### config.mk
export PLATFORM = sky130hd
export DESIGN_NAME = calc_tag_tracker_flat
export DESIGN_NICKNAME = d
export VERILOG_FILES = /design/src/rtl/calc_tag_tracker_if.sv /design/src/rtl/calc_tag_tracker.sv /design/src/flat_wrapper.sv
export SDC_FILE = /design/constraint.sdc
export NUM_CORES = 1
export LEC_CHECK = 0
export ABC_AREA = 1
export BUFFER_PORTS_ARGS = -buffer_cell sky130_fd_sc_hd__buf_2
export CELL_PAD_IN_SITES_DETAIL_PLACEMENT = 0
export CELL_PAD_IN_SITES_GLOBAL_PLACEMENT = 2
export CORE_MARGIN = 3
export CORE_UTILIZATION = 31
export CTS_CLUSTER_DIAMETER = 150
export DETAILED_ROUTE_END_ITERATION = 12
export GPL_ROUTABILITY_DRIVEN = 0
export PLACE_DENSITY = 0.85
export SETUP_SLACK_MARGIN = 0.02
export SLEW_MARGIN = 30
export SYNTH_ARGS = -nofsm -noshare
export SYNTH_HDL_FRONTEND = slang
export SYNTH_SLANG_ARGS = --single-unit
### constraint.sdc
create_clock -name ifClk -period 5.7 [get_ports ifClk]
set_input_delay 0.285 -clock ifClk [delete_from_list [all_inputs] [get_ports ifClk]]
set_output_delay 0.285 -clock ifClk [all_outputs]
set_load 0.005 [all_outputs]
### src/rtl/calc_tag_tracker_if.sv
// rtl/calc_tag_tracker_if.sv - request/response taps and status bundle for calc_tag_tracker
interface calc_tag_tracker_if #(
  parameter int NUM_PORTS  = 4,
  parameter int CMD_WIDTH  = 4,
  parameter int TAG_WIDTH  = 2,
  parameter int RESP_WIDTH = 2
);
  localparam int PortW = (NUM_PORTS > 1) ? $clog2(NUM_PORTS) : 1;

  logic [NUM_PORTS*CMD_WIDTH-1:0]     req_cmd_in;
  logic [NUM_PORTS*TAG_WIDTH-1:0]     req_tag_in;
  logic [NUM_PORTS*RESP_WIDTH-1:0]    resp_out;
  logic [NUM_PORTS*TAG_WIDTH-1:0]     tag_out;
  logic [NUM_PORTS*(TAG_WIDTH+1)-1:0] outstanding;
  logic                               idle;
  logic                               err_valid;
  logic [1:0]                         err_code;
  logic [PortW-1:0]                   err_port;
  logic [TAG_WIDTH-1:0]               err_tag;
  logic [2:0]                         err_sticky;
  logic [15:0]                        err_count;

  modport master (
    output req_cmd_in, req_tag_in, resp_out, tag_out,
    input  outstanding, idle, err_valid, err_code, err_port, err_tag, err_sticky, err_count
  );

  modport slave (
    input  req_cmd_in, req_tag_in, resp_out, tag_out,
    output outstanding, idle, err_valid, err_code, err_port, err_tag, err_sticky, err_count
  );
endinterface

### src/rtl/calc_tag_tracker.sv
// rtl/calc_tag_tracker.sv - per-port tag tracker with duplicate/orphan checks, optional timeout (TRACKER_TIMEOUT_EN)
module calc_tag_tracker #(
  parameter int NUM_PORTS  = 4,
  parameter int CMD_WIDTH  = 4,
  parameter int TAG_WIDTH  = 2,
  parameter int RESP_WIDTH = 2,
  parameter int TIMEOUT    = 64
) (
  input  logic              ifClk,
  input  logic              ifRst,
  calc_tag_tracker_if.slave bus
);
  localparam int NTags = 1 << TAG_WIDTH;
  localparam int PortW = (NUM_PORTS > 1) ? $clog2(NUM_PORTS) : 1;
  localparam int CntW  = TAG_WIDTH + 1;

  logic [NTags-1:0]     valid_q [NUM_PORTS];
  logic [NTags-1:0]     valid_d [NUM_PORTS];
  logic [CntW-1:0]      count_q [NUM_PORTS];
  logic [CntW-1:0]      count_d [NUM_PORTS];
  logic                 err_valid_q, err_valid_d;
  logic [1:0]           err_code_q, err_code_d;
  logic [PortW-1:0]     err_port_q, err_port_d;
  logic [TAG_WIDTH-1:0] err_tag_q, err_tag_d;
  logic [2:0]           err_sticky_q, err_sticky_d;
  logic [15:0]          err_count_q, err_count_d;
  logic [31:0]          n_events;
  logic [31:0]          count_sum;

`ifdef TRACKER_TIMEOUT_EN
  localparam int AgeW = $clog2(TIMEOUT + 1);
  logic [AgeW-1:0] age_q [NUM_PORTS][NTags];
  logic [AgeW-1:0] age_d [NUM_PORTS][NTags];
`else
  logic unused_timeout;
  assign unused_timeout = ^TIMEOUT;
`endif

  // Next state: retire responses against pre-edge bitmap, then record issues; pick one error to report
  always_comb begin
    logic [CMD_WIDTH-1:0]  cmd;
    logic [RESP_WIDTH-1:0] rsp;
    logic [TAG_WIDTH-1:0]  itag;
    logic [TAG_WIDTH-1:0]  rtag;
    logic                  issue;
    logic                  retire;
    logic                  orphan;
    logic                  dup;
    logic [NTags-1:0]      nv;
    logic [NTags-1:0]      tmo;
    cmd          = '0;
    rsp          = '0;
    itag         = '0;
    rtag         = '0;
    issue        = 1'b0;
    retire       = 1'b0;
    orphan       = 1'b0;
    dup          = 1'b0;
    nv           = '0;
    tmo          = '0;
    err_valid_d  = 1'b0;
    err_code_d   = 2'd0;
    err_port_d   = '0;
    err_tag_d    = '0;
    err_sticky_d = err_sticky_q;
    n_events     = '0;
    for (int p = 0; p < NUM_PORTS; p++) begin
      cmd    = bus.req_cmd_in[p*CMD_WIDTH +: CMD_WIDTH];
      itag   = bus.req_tag_in[p*TAG_WIDTH +: TAG_WIDTH];
      rsp    = bus.resp_out[p*RESP_WIDTH +: RESP_WIDTH];
      rtag   = bus.tag_out[p*TAG_WIDTH +: TAG_WIDTH];
      issue  = |cmd;
      retire = (|rsp) && valid_q[p][rtag];
      orphan = (|rsp) && !valid_q[p][rtag];
      nv     = valid_q[p];
      if (retire) nv[rtag] = 1'b0;
      dup = issue && nv[itag];
      if (issue) nv[itag] = 1'b1;
      tmo = '0;
`ifdef TRACKER_TIMEOUT_EN
      for (int t = 0; t < NTags; t++) begin
        if (valid_q[p][t] && !(retire && rtag == TAG_WIDTH'(t)) &&
            age_q[p][t] == AgeW'(TIMEOUT - 1))
          tmo[t] = 1'b1;
        if (issue && itag == TAG_WIDTH'(t))
          age_d[p][t] = '0;
        else if (!nv[t])
          age_d[p][t] = '0;
        else if (age_q[p][t] != AgeW'(TIMEOUT))
          age_d[p][t] = age_q[p][t] + AgeW'(1);
        else
          age_d[p][t] = age_q[p][t];
      end
`endif
      valid_d[p] = nv;
      count_d[p] = '0;
      for (int t = 0; t < NTags; t++) begin
        count_d[p] = count_d[p] + CntW'(nv[t]);
        n_events   = n_events + 32'(tmo[t]);
      end
      n_events     = n_events + 32'(orphan) + 32'(dup);
      err_sticky_d = err_sticky_d | {|tmo, dup, orphan};
      if (!err_valid_d) begin
        if (orphan) begin
          err_valid_d = 1'b1;
          err_code_d  = 2'd1;
          err_port_d  = PortW'(p);
          err_tag_d   = rtag;
        end else if (dup) begin
          err_valid_d = 1'b1;
          err_code_d  = 2'd2;
          err_port_d  = PortW'(p);
          err_tag_d   = itag;
        end else begin
          for (int t = 0; t < NTags; t++) begin
            if (tmo[t] && !err_valid_d) begin
              err_valid_d = 1'b1;
              err_code_d  = 2'd3;
              err_port_d  = PortW'(p);
              err_tag_d   = TAG_WIDTH'(t);
            end
          end
        end
      end
    end
    count_sum   = 32'(err_count_q) + n_events;
    err_count_d = (count_sum > 32'h0000_FFFF) ? 16'hFFFF : count_sum[15:0];
  end

  // State registers; reset drops every outstanding tag without reporting anything
  always_ff @(posedge ifClk or negedge ifRst) begin
    if (!ifRst) begin
      for (int p = 0; p < NUM_PORTS; p++) begin
        valid_q[p] <= '0;
        count_q[p] <= '0;
`ifdef TRACKER_TIMEOUT_EN
        for (int t = 0; t < NTags; t++) age_q[p][t] <= '0;
`endif
      end
      err_valid_q  <= 1'b0;
      err_code_q   <= 2'd0;
      err_port_q   <= '0;
      err_tag_q    <= '0;
      err_sticky_q <= 3'd0;
      err_count_q  <= 16'd0;
    end else begin
      for (int p = 0; p < NUM_PORTS; p++) begin
        valid_q[p] <= valid_d[p];
        count_q[p] <= count_d[p];
`ifdef TRACKER_TIMEOUT_EN
        for (int t = 0; t < NTags; t++) age_q[p][t] <= age_d[p][t];
`endif
      end
      err_valid_q  <= err_valid_d;
      err_code_q   <= err_code_d;
      err_port_q   <= err_port_d;
      err_tag_q    <= err_tag_d;
      err_sticky_q <= err_sticky_d;
      err_count_q  <= err_count_d;
    end
  end

  // Flatten per-port counts and derive idle
  always_comb begin
    bus.outstanding = '0;
    bus.idle        = 1'b1;
    for (int p = 0; p < NUM_PORTS; p++) begin
      bus.outstanding[p*CntW +: CntW] = count_q[p];
      if (count_q[p] != '0) bus.idle = 1'b0;
    end
  end

  assign bus.err_valid  = err_valid_q;
  assign bus.err_code   = err_code_q;
  assign bus.err_port   = err_port_q;
  assign bus.err_tag    = err_tag_q;
  assign bus.err_sticky = err_sticky_q;
  assign bus.err_count  = err_count_q;
endmodule

### src/flat_wrapper.sv
// flat-port wrapper written by rule: the top's interface ports become plain ports
module calc_tag_tracker_flat 
#(
  parameter int NUM_PORTS  = 4,
  parameter int CMD_WIDTH  = 4,
  parameter int TAG_WIDTH  = 2,
  parameter int RESP_WIDTH = 2,
  parameter int TIMEOUT    = 64
)
  (ifClk, ifRst, bus_req_cmd_in, bus_req_tag_in, bus_resp_out, bus_tag_out, bus_outstanding, bus_idle, bus_err_valid, bus_err_code, bus_err_port, bus_err_tag, bus_err_sticky, bus_err_count);
  calc_tag_tracker_if #(.NUM_PORTS(NUM_PORTS), .CMD_WIDTH(CMD_WIDTH), .TAG_WIDTH(TAG_WIDTH), .RESP_WIDTH(RESP_WIDTH)) bus_i ();
  input  logic ifClk;
  input  logic ifRst;
  input wire logic [$bits(bus_i.req_cmd_in)-1:0] bus_req_cmd_in;
  input wire logic [$bits(bus_i.req_tag_in)-1:0] bus_req_tag_in;
  input wire logic [$bits(bus_i.resp_out)-1:0] bus_resp_out;
  input wire logic [$bits(bus_i.tag_out)-1:0] bus_tag_out;
  output wire logic [$bits(bus_i.outstanding)-1:0] bus_outstanding;
  output wire logic [$bits(bus_i.idle)-1:0] bus_idle;
  output wire logic [$bits(bus_i.err_valid)-1:0] bus_err_valid;
  output wire logic [$bits(bus_i.err_code)-1:0] bus_err_code;
  output wire logic [$bits(bus_i.err_port)-1:0] bus_err_port;
  output wire logic [$bits(bus_i.err_tag)-1:0] bus_err_tag;
  output wire logic [$bits(bus_i.err_sticky)-1:0] bus_err_sticky;
  output wire logic [$bits(bus_i.err_count)-1:0] bus_err_count;
  assign bus_i.req_cmd_in = bus_req_cmd_in;
  assign bus_i.req_tag_in = bus_req_tag_in;
  assign bus_i.resp_out = bus_resp_out;
  assign bus_i.tag_out = bus_tag_out;
  assign bus_outstanding = bus_i.outstanding;
  assign bus_idle = bus_i.idle;
  assign bus_err_valid = bus_i.err_valid;
  assign bus_err_code = bus_i.err_code;
  assign bus_err_port = bus_i.err_port;
  assign bus_err_tag = bus_i.err_tag;
  assign bus_err_sticky = bus_i.err_sticky;
  assign bus_err_count = bus_i.err_count;
  calc_tag_tracker #(.NUM_PORTS(NUM_PORTS), .CMD_WIDTH(CMD_WIDTH), .TAG_WIDTH(TAG_WIDTH), .RESP_WIDTH(RESP_WIDTH), .TIMEOUT(TIMEOUT)) u_core (.ifClk(ifClk), .ifRst(ifRst), .bus(bus_i));
endmodule
# Word level (Yosys, flattened, before mapping)
# Index checks and enable logic that the tools add are counted.
[totals] reg_bits=54 latch_bits=0 ram_bits=0 romBits=0 in_bits=42 output_inout_bits=39 elab_cells=190 mem_count=0
[op_classes] addsub=20 n_mul=0 div=0 order_cmp=17 n_eq_ne=0 n_shift=0 mux=87 n_bitwise=16 n_reduce_logical=36
[op_table] cell="$add 32x1->32" count=6
[op_table] cell="$mux 2" count=30
[op_table] cell="$add 16x32->32" count=1
[op_table] cell="$gt 32x16->1 const B" count=1
[op_table] cell="$mux 1" count=32
[op_table] cell="$mux 4" count=8
[op_table] cell="$add 3x1->3" count=8
[op_table] cell="$lt 2x3->1 const B" count=8
[op_table] cell="$logic_and 1x1->1" count=20
[op_table] cell="$and 4x4->4" count=4
[op_table] cell="$bmux 1 s2" count=8
[op_table] cell="$demux 1 s2" count=8
[op_table] cell="$ge 2x1->1 const B" count=8
[op_table] cell="$mux 16" count=1
[op_table] cell="$not 4->4" count=4
[op_table] cell="$or 4x4->4" count=4
[op_table] cell="$reduce_or 4->1" count=4
[op_table] cell="$or 3x2->3" count=4
[op_table] cell="$reduce_bool 3->1" count=4
[op_table] cell="$add 1x1->2" count=5
[op_table] cell="$reduce_or 2->1" count=4
[op_table] cell="$logic_not 1->1" count=4

# Logic depth before layout (Yosys ltp)
[logic_depth] ltp_word=21 ltp_mapped=28 ltp_nobuf=28

# Least setup slack after synthesis
# No wires, ideal clock.
[synth_path] path_type="input port to flip-flop" startpoint="input bus_tag_out[1]" endpoint="register u_core.err_count_q[15], in the netlist u_core.bus.err_count[15]" setup_time_ps=128 arrival_time_ps=4556 t_required_ps=5572 slack_ps=1017 path_stages=25 n_path_buf=1 cell_sequence="inv_1 > nor2_1 > nand2_1 > nand3_1 > nand2_1 > o21ai_0 > nand3_1 > nand2_1 > inv_1 > ha_1 > fa_1 > fa_1 > inv_1 > fa_1 > ha_1 > fa_1 > nand2_1 > inv_1 > o21ai_1 > nand2_1 > a21oi_1 > nor3_1 > or3b_1 > buf_2 > nand3b_1"
[synth_via] elab_chain_len=20 word_cells_on_any_way=26 classes_between="8 x add/sub; 3 x order compare; 8 x mux; 2 x bitwise; 5 x reduce/logical"
[synth_lines] element="start: declaration" line_no="flat_wrapper.sv:17" source="input wire logic [$bits(bus_i.tag_out)-1:0] bus_tag_out;"
[synth_lines] element="$lt 2x3->1 (implied by the code) or $ge 2x1->1 (tied branches)" line_no="calc_tag_tracker.sv:76" source="if (retire) nv[rtag] = 1'b0;"
[synth_lines] element="$logic_and 1x1->1 (implied by the code)" line_no="calc_tag_tracker.sv:76"
[synth_lines] element="$mux 1 (implied by the code)" line_no="calc_tag_tracker.sv:76"
[synth_lines] element="$demux 1 s2"
[synth_lines] element="$not 4->4 (no line)"
[synth_lines] element="$and 4x4->4 (no line)"
[synth_lines] element="$mux 4" line_no="calc_tag_tracker.sv:76"
[synth_lines] element="$bmux 1 s2" line_no="calc_tag_tracker.sv:77" source="dup = issue && nv[itag];"
[synth_lines] element="$mux 1 (implied by the code)" line_no="calc_tag_tracker.sv:77"
[synth_lines] element="$logic_and 1x1->1" line_no="calc_tag_tracker.sv:77"
[synth_lines] element="$add 1x1->2 (*)" line_no="calc_tag_tracker.sv:101" source="n_events = n_events + 32'(orphan) + 32'(dup);"
[synth_lines] element="$add 32x1->32 (*) (6 in series)" line_no="calc_tag_tracker.sv:101"
[synth_lines] element="$add 16x32->32 (*)" line_no="calc_tag_tracker.sv:126" source="count_sum = 32'(err_count_q) + n_events;"
[synth_lines] element="$gt 32x16->1" line_no="calc_tag_tracker.sv:127" source="err_count_d = (count_sum > 32'h0000_FFFF) ? 16'hFFFF : count_sum[15:0];"
[synth_lines] element="$mux 16 (*)" line_no="calc_tag_tracker.sv:127"
[synth_lines] element="named net u_core.err_count_d[15]" line_no="calc_tag_tracker.sv:26" source="logic [15:0] err_count_q, err_count_d;"
[synth_lines] element="end signal: assignment" line_no="calc_tag_tracker.sv:159" source="err_count_q <= err_count_d;"
[synth_lines] element="end: declaration" line_no="calc_tag_tracker.sv:26"
# Mark *: on every way through the listed nets, which the timed path passes. The rest lies on a longest branch. The select of a mux whose other input is x is not followed.

# Worst setup path after layout
[layout_path] startpoint="register u_core.valid_q[13] (netlist name)" endpoint="register u_core.err_count_q[8], in the netlist u_core.bus.err_count[8]"
[layout_via] elab_chain_len=17 word_cells_on_any_way=20 classes_between="8 x add/sub; 1 x order compare; 6 x mux; 1 x bitwise; 4 x reduce/logical"
[layout_lines] element="start: declaration" line_no="calc_tag_tracker.sv:17" source="logic [NTags-1:0] valid_q [NUM_PORTS];"
[layout_lines] element="start signal: indexed assignment" line_no="calc_tag_tracker.sv:148" source="valid_q[p] <= valid_d[p];"
[layout_lines] element="$bmux 1 s2" line_no="calc_tag_tracker.sv:73, calc_tag_tracker.sv:74"
[layout_lines] element="$mux 1 (implied by the code)" line_no="calc_tag_tracker.sv:73, calc_tag_tracker.sv:74"
[layout_lines] element="$logic_and 1x1->1" line_no="calc_tag_tracker.sv:73" source="retire = (|rsp) && valid_q[p][rtag];"
[layout_lines] element="$mux 4" line_no="calc_tag_tracker.sv:76"
[layout_lines] element="$bmux 1 s2" line_no="calc_tag_tracker.sv:77"
[layout_lines] element="$mux 1 (implied by the code)" line_no="calc_tag_tracker.sv:77"
[layout_lines] element="$logic_and 1x1->1" line_no="calc_tag_tracker.sv:77"
[layout_lines] element="$add 1x1->2 (*)" line_no="calc_tag_tracker.sv:101"
[layout_lines] element="$add 32x1->32 (*) (6 in series)" line_no="calc_tag_tracker.sv:101"
[layout_lines] element="$add 16x32->32 (*)" line_no="calc_tag_tracker.sv:126"
[layout_lines] element="$gt 32x16->1" line_no="calc_tag_tracker.sv:127"
[layout_lines] element="$mux 16 (*)" line_no="calc_tag_tracker.sv:127"
[layout_lines] element="named net u_core.err_count_d[8]" line_no="calc_tag_tracker.sv:26"
# Marks and branches as above.

==> results.toml <==
[run_status]
outcome = "finished, final reports clean"

[logic_synthesis]
synth.cells.most_frequent = "128 x sky130_fd_sc_hd__nand2_1, 64 x sky130_fd_sc_hd__inv_1, 53 x sky130_fd_sc_hd__dfrtp_1, 38 x sky130_fd_sc_hd__nor2_1, 33 x sky130_fd_sc_hd__nand3_1"
synth_edf_count = 0
synth.lib_cells_used.distinct = 38
mappedNetlistArea_sq_mm = 0.00344
syn-num-nets = 517
netlist.area_leader.share_pct = 38.5
synth_top_flop_cell = "sky130_fd_sc_hd__dfrtp_1"
netlist_instances = 445
asyncSetResetFlopFracSynth_pct = 100
synth_most_common_cell = "sky130_fd_sc_hd__nand2_1"
synth.ff_latch_count = 53
syn_area_per_cell_sq_um = 7.73
yosys.area.top_type = "sky130_fd_sc_hd__dfrtp_1"
synthesis.yosys.warnings = 0
synth-seq-area-share_pct = 38.5
ys_top_cells_by_area = "sky130_fd_sc_hd__dfrtp_1 39%, sky130_fd_sc_hd__nand2_1 14%, sky130_fd_sc_hd__ha_1 8.0%, sky130_fd_sc_hd__inv_1 7.0%, sky130_fd_sc_hd__nand3_1 4.8%"

[critical_path]
worstReg2RegStart = "u_core.valid_q[13]"
critical_path_class = "reg2reg"
cp.arrival_ps = 5240
ff2ff_path_depth = 24
rr_endpoint = "u_core.bus.err_count[8]"
critical_path.max_fanout = 14
worst_ep_required_time_ps = 5890
worst_setup_path_start_kind = "flop"
timing.reg2reg.setup_slack_ps = 650
setup.worst_path.end_class = "flop"

[final_layout]
synthToLayoutAreaGrowth_pct = 18.8
antenna_cells_inserted = 0
fraction_of_layout_cells_with_a_size_suffix_above_1_pct = 21.8
nNetsFinal = 602
finish.cell_count_without_fillers = 667
filler_cell_count = 1116

[timing]
final.min_clock_period_ps = 5050
tns_ps = 0
rsz0062_at_grt = "no"
fin_ws_ps = 646
slew_violations = 0
tightestPinTransition_ps = 695
setup-violations-final = 0
hold_viol_final = 0
clock_skew_ps = 4.77
finalCritPeriodShare_pct = 88.7
whs_ps = 82.6
max_clock_freq_ghz = 0.198
worst_slew_margin_rel_pct = 53.6

[detailed_routing]
via_per_inst = 4.56
top_layer_used = "met4"
routedWlPerCell_um = 12.0
drt_pre_antenna_iters = 4
route.met3.wl_um = 306
wirelength_met1_um = 3670
wirelength_um = 8000
drt-initial-drc-count = 139
wl_met2_um = 3930
antenna_left = 0
route.vias.total = 3039
drcViolationCount = 0

[global_routing]
grt_usage_pct = 13.3
vias_in_the_first_global_route = 2930
grt-ovfl-total = 0
grt_antenna_before_repair = 0
grt_start_max_net_pins = 54
grt_first_pass_wirelength_um = 13700

[clocking]
cts_hold_buf = 0
post_cts_buffers = 0
quantity_of_gates_resized_following_cts = 0
cts_buffers = 5
tritoncts_clock_tree = "built"
cts.reportedPaths.clkPinSlew_ps = 90
worst_skew_pair_later_pin_latency_ps = 300
cts.htree.levels = 2
cts.root.buffer_cell = "sky130_fd_sc_hd__clkbuf_8"
cts_sinks = 53
cts_buffer_depth = 2

[pwr]
p_leak_nw = 2.25
cell_area_power_density_mw_per_mm2 = 347
max-vdd-ir-drop_mv = 0.132

[die]
floorplan.core_area_sq_mm = 0.0106
die_width_um = 111
num_io_pins = 81
die_y_um = 111
initial_core_util_pct = 32.6
dieArea_sq_mm = 0.0124
placement_rows = 37

[placed_design]
placement.io_buffers = 79
preCtsSetupSlack_ps = 342
numPlacedInstances = 659
detailedPlacementHpwl_um = 6610

[job]
timing.max_cap.violations = 0

[worst_hold_path]
hold_class = "in2async"
[kinds of logic (layout without fill, tap and decap cells)]
| logic type | Yosys count | after routing | synth area share [%] |
|---|---|---|---|
| and+or+nand+nor | 245 | 245 | 32.9 |
| buffers and inverters | 70 | 156 | 7.78 |
| DFF | 53 | 53 | 38.5 |
| AOI/OAI and AO/OA | 44 | 44 | 7.49 |
| adders and majority gates | 30 | 30 | 12.6 |
| xor gates and xnor gates | 2 | 2 | 0.509 |
| other | 1 | 1 | 0.109 |
[state kept, by name, summed over array words and instances, names as in the netlist]
register / flops
u_core.bus.err_tag: 2
u_core.bus.err_code: 2
u_core.bus.err_sticky: 2
u_core.bus.err_valid: 1
u_core.bus.outstanding: 12
u_core.bus.err_count: 16
u_core.valid_q: 16
u_core.bus.err_port: 2
[through the flow]
step	total power (W)	utilization, %	area (sq um)
after floorplan	0.00101	-	3440
after global placement	0.00124	38.0	4010
after detailed placement	0.00124	38.0	4010
after CTS	0.00145	38.7	4090
after global routing	0.00158	38.7	4090
final	0.00142	38.7	4090
[layout make-up]
| cell class | instances | area [sq um] | share of cell area, % |
|---|---|---|---|
| multi-input combinational | 322 | 1850 | 45.3 |
| clock buffer | 8 | 80.1 | 1.96 |
| tap | 136 | 170 | 4.16 |
| timing repair buffer | 81 | 410 | 10.0 |
| sequential | 53 | 1330 | 32.4 |
| inverter | 67 | 251 | 6.15 |
[cells in the final DEF, fill, tap and decap left out, types with 5 or more instances in the layout]
cell,netlist,layout
sky130_fd_sc_hd__ha_1,22,22
sky130_fd_sc_hd__nand2_2,7,7
sky130_fd_sc_hd__nand3_1,33,33
sky130_fd_sc_hd__o21ai_0,21,21
sky130_fd_sc_hd__clkbuf_8,0,5
sky130_fd_sc_hd__nand3_2,7,7
sky130_fd_sc_hd__nand2_1,128,128
sky130_fd_sc_hd__dfrtp_1,53,53
sky130_fd_sc_hd__a21oi_1,10,10
sky130_fd_sc_hd__nand4_1,6,6
sky130_fd_sc_hd__nor3_1,11,11
sky130_fd_sc_hd__buf_2,1,79
sky130_fd_sc_hd__fa_1,8,8
sky130_fd_sc_hd__nor2_1,38,38
sky130_fd_sc_hd__inv_1,64,64
[worst max-delay path, stage by stage, from the launching register on]
cell	delay [ps]
sky130_fd_sc_hd__dfrtp_1	370
sky130_fd_sc_hd__nand2_1	60
sky130_fd_sc_hd__nand2_1	80
sky130_fd_sc_hd__nand2_1	70
sky130_fd_sc_hd__nand3_1	70
sky130_fd_sc_hd__nand2_1	40
sky130_fd_sc_hd__o21ai_0	210
sky130_fd_sc_hd__nand3_1	130
sky130_fd_sc_hd__nand2_1	120
sky130_fd_sc_hd__inv_1	90
sky130_fd_sc_hd__ha_1	330
sky130_fd_sc_hd__fa_1	510
sky130_fd_sc_hd__fa_1	560
sky130_fd_sc_hd__inv_1	60
sky130_fd_sc_hd__fa_1	460
sky130_fd_sc_hd__ha_1	240
sky130_fd_sc_hd__fa_1	390
sky130_fd_sc_hd__nand2_1	80
sky130_fd_sc_hd__inv_1	40
sky130_fd_sc_hd__o21ai_1	100
sky130_fd_sc_hd__nand2_1	90
sky130_fd_sc_hd__a21oi_1	270
sky130_fd_sc_hd__nor3_1	110
sky130_fd_sc_hd__or3b_4	350
sky130_fd_sc_hd__o21ai_0	110
[power breakdown]
group	total (W)	switching [W]	internal, W	leakage, nW
Clock	0.000206	0.000118	0.0000877	0.0395
Sequential	0.000535	0.0000572	0.000478	0.614
Combinational	0.000680	0.000386	0.000294	1.60
[routing by layer]
metal	vias up	track usage, %
li1	1588	-
met1	1396	17.5
met2	49	22.6
met3	6	2.28
met4	0	3.73
met5	-	0
[worst max-delay path by stage]
stage                       startpoint                  endpoint  slack [ps]  cells after the start
floorplan               bus_tag_out[1]  u_core.bus.err_count[15]        1020                     25
global placement        bus_tag_out[1]   u_core.bus.err_count[2]         420                     25
detailed placement      bus_tag_out[1]  u_core.bus.err_count[13]         340                     25
CTS                 u_core.valid_q[13]  u_core.bus.err_count[13]         440                     24
global route        u_core.valid_q[15]  u_core.bus.err_count[10]         240                     24
finish              u_core.valid_q[13]   u_core.bus.err_count[8]         650                     24
Power figures use the tool's default switching activity.
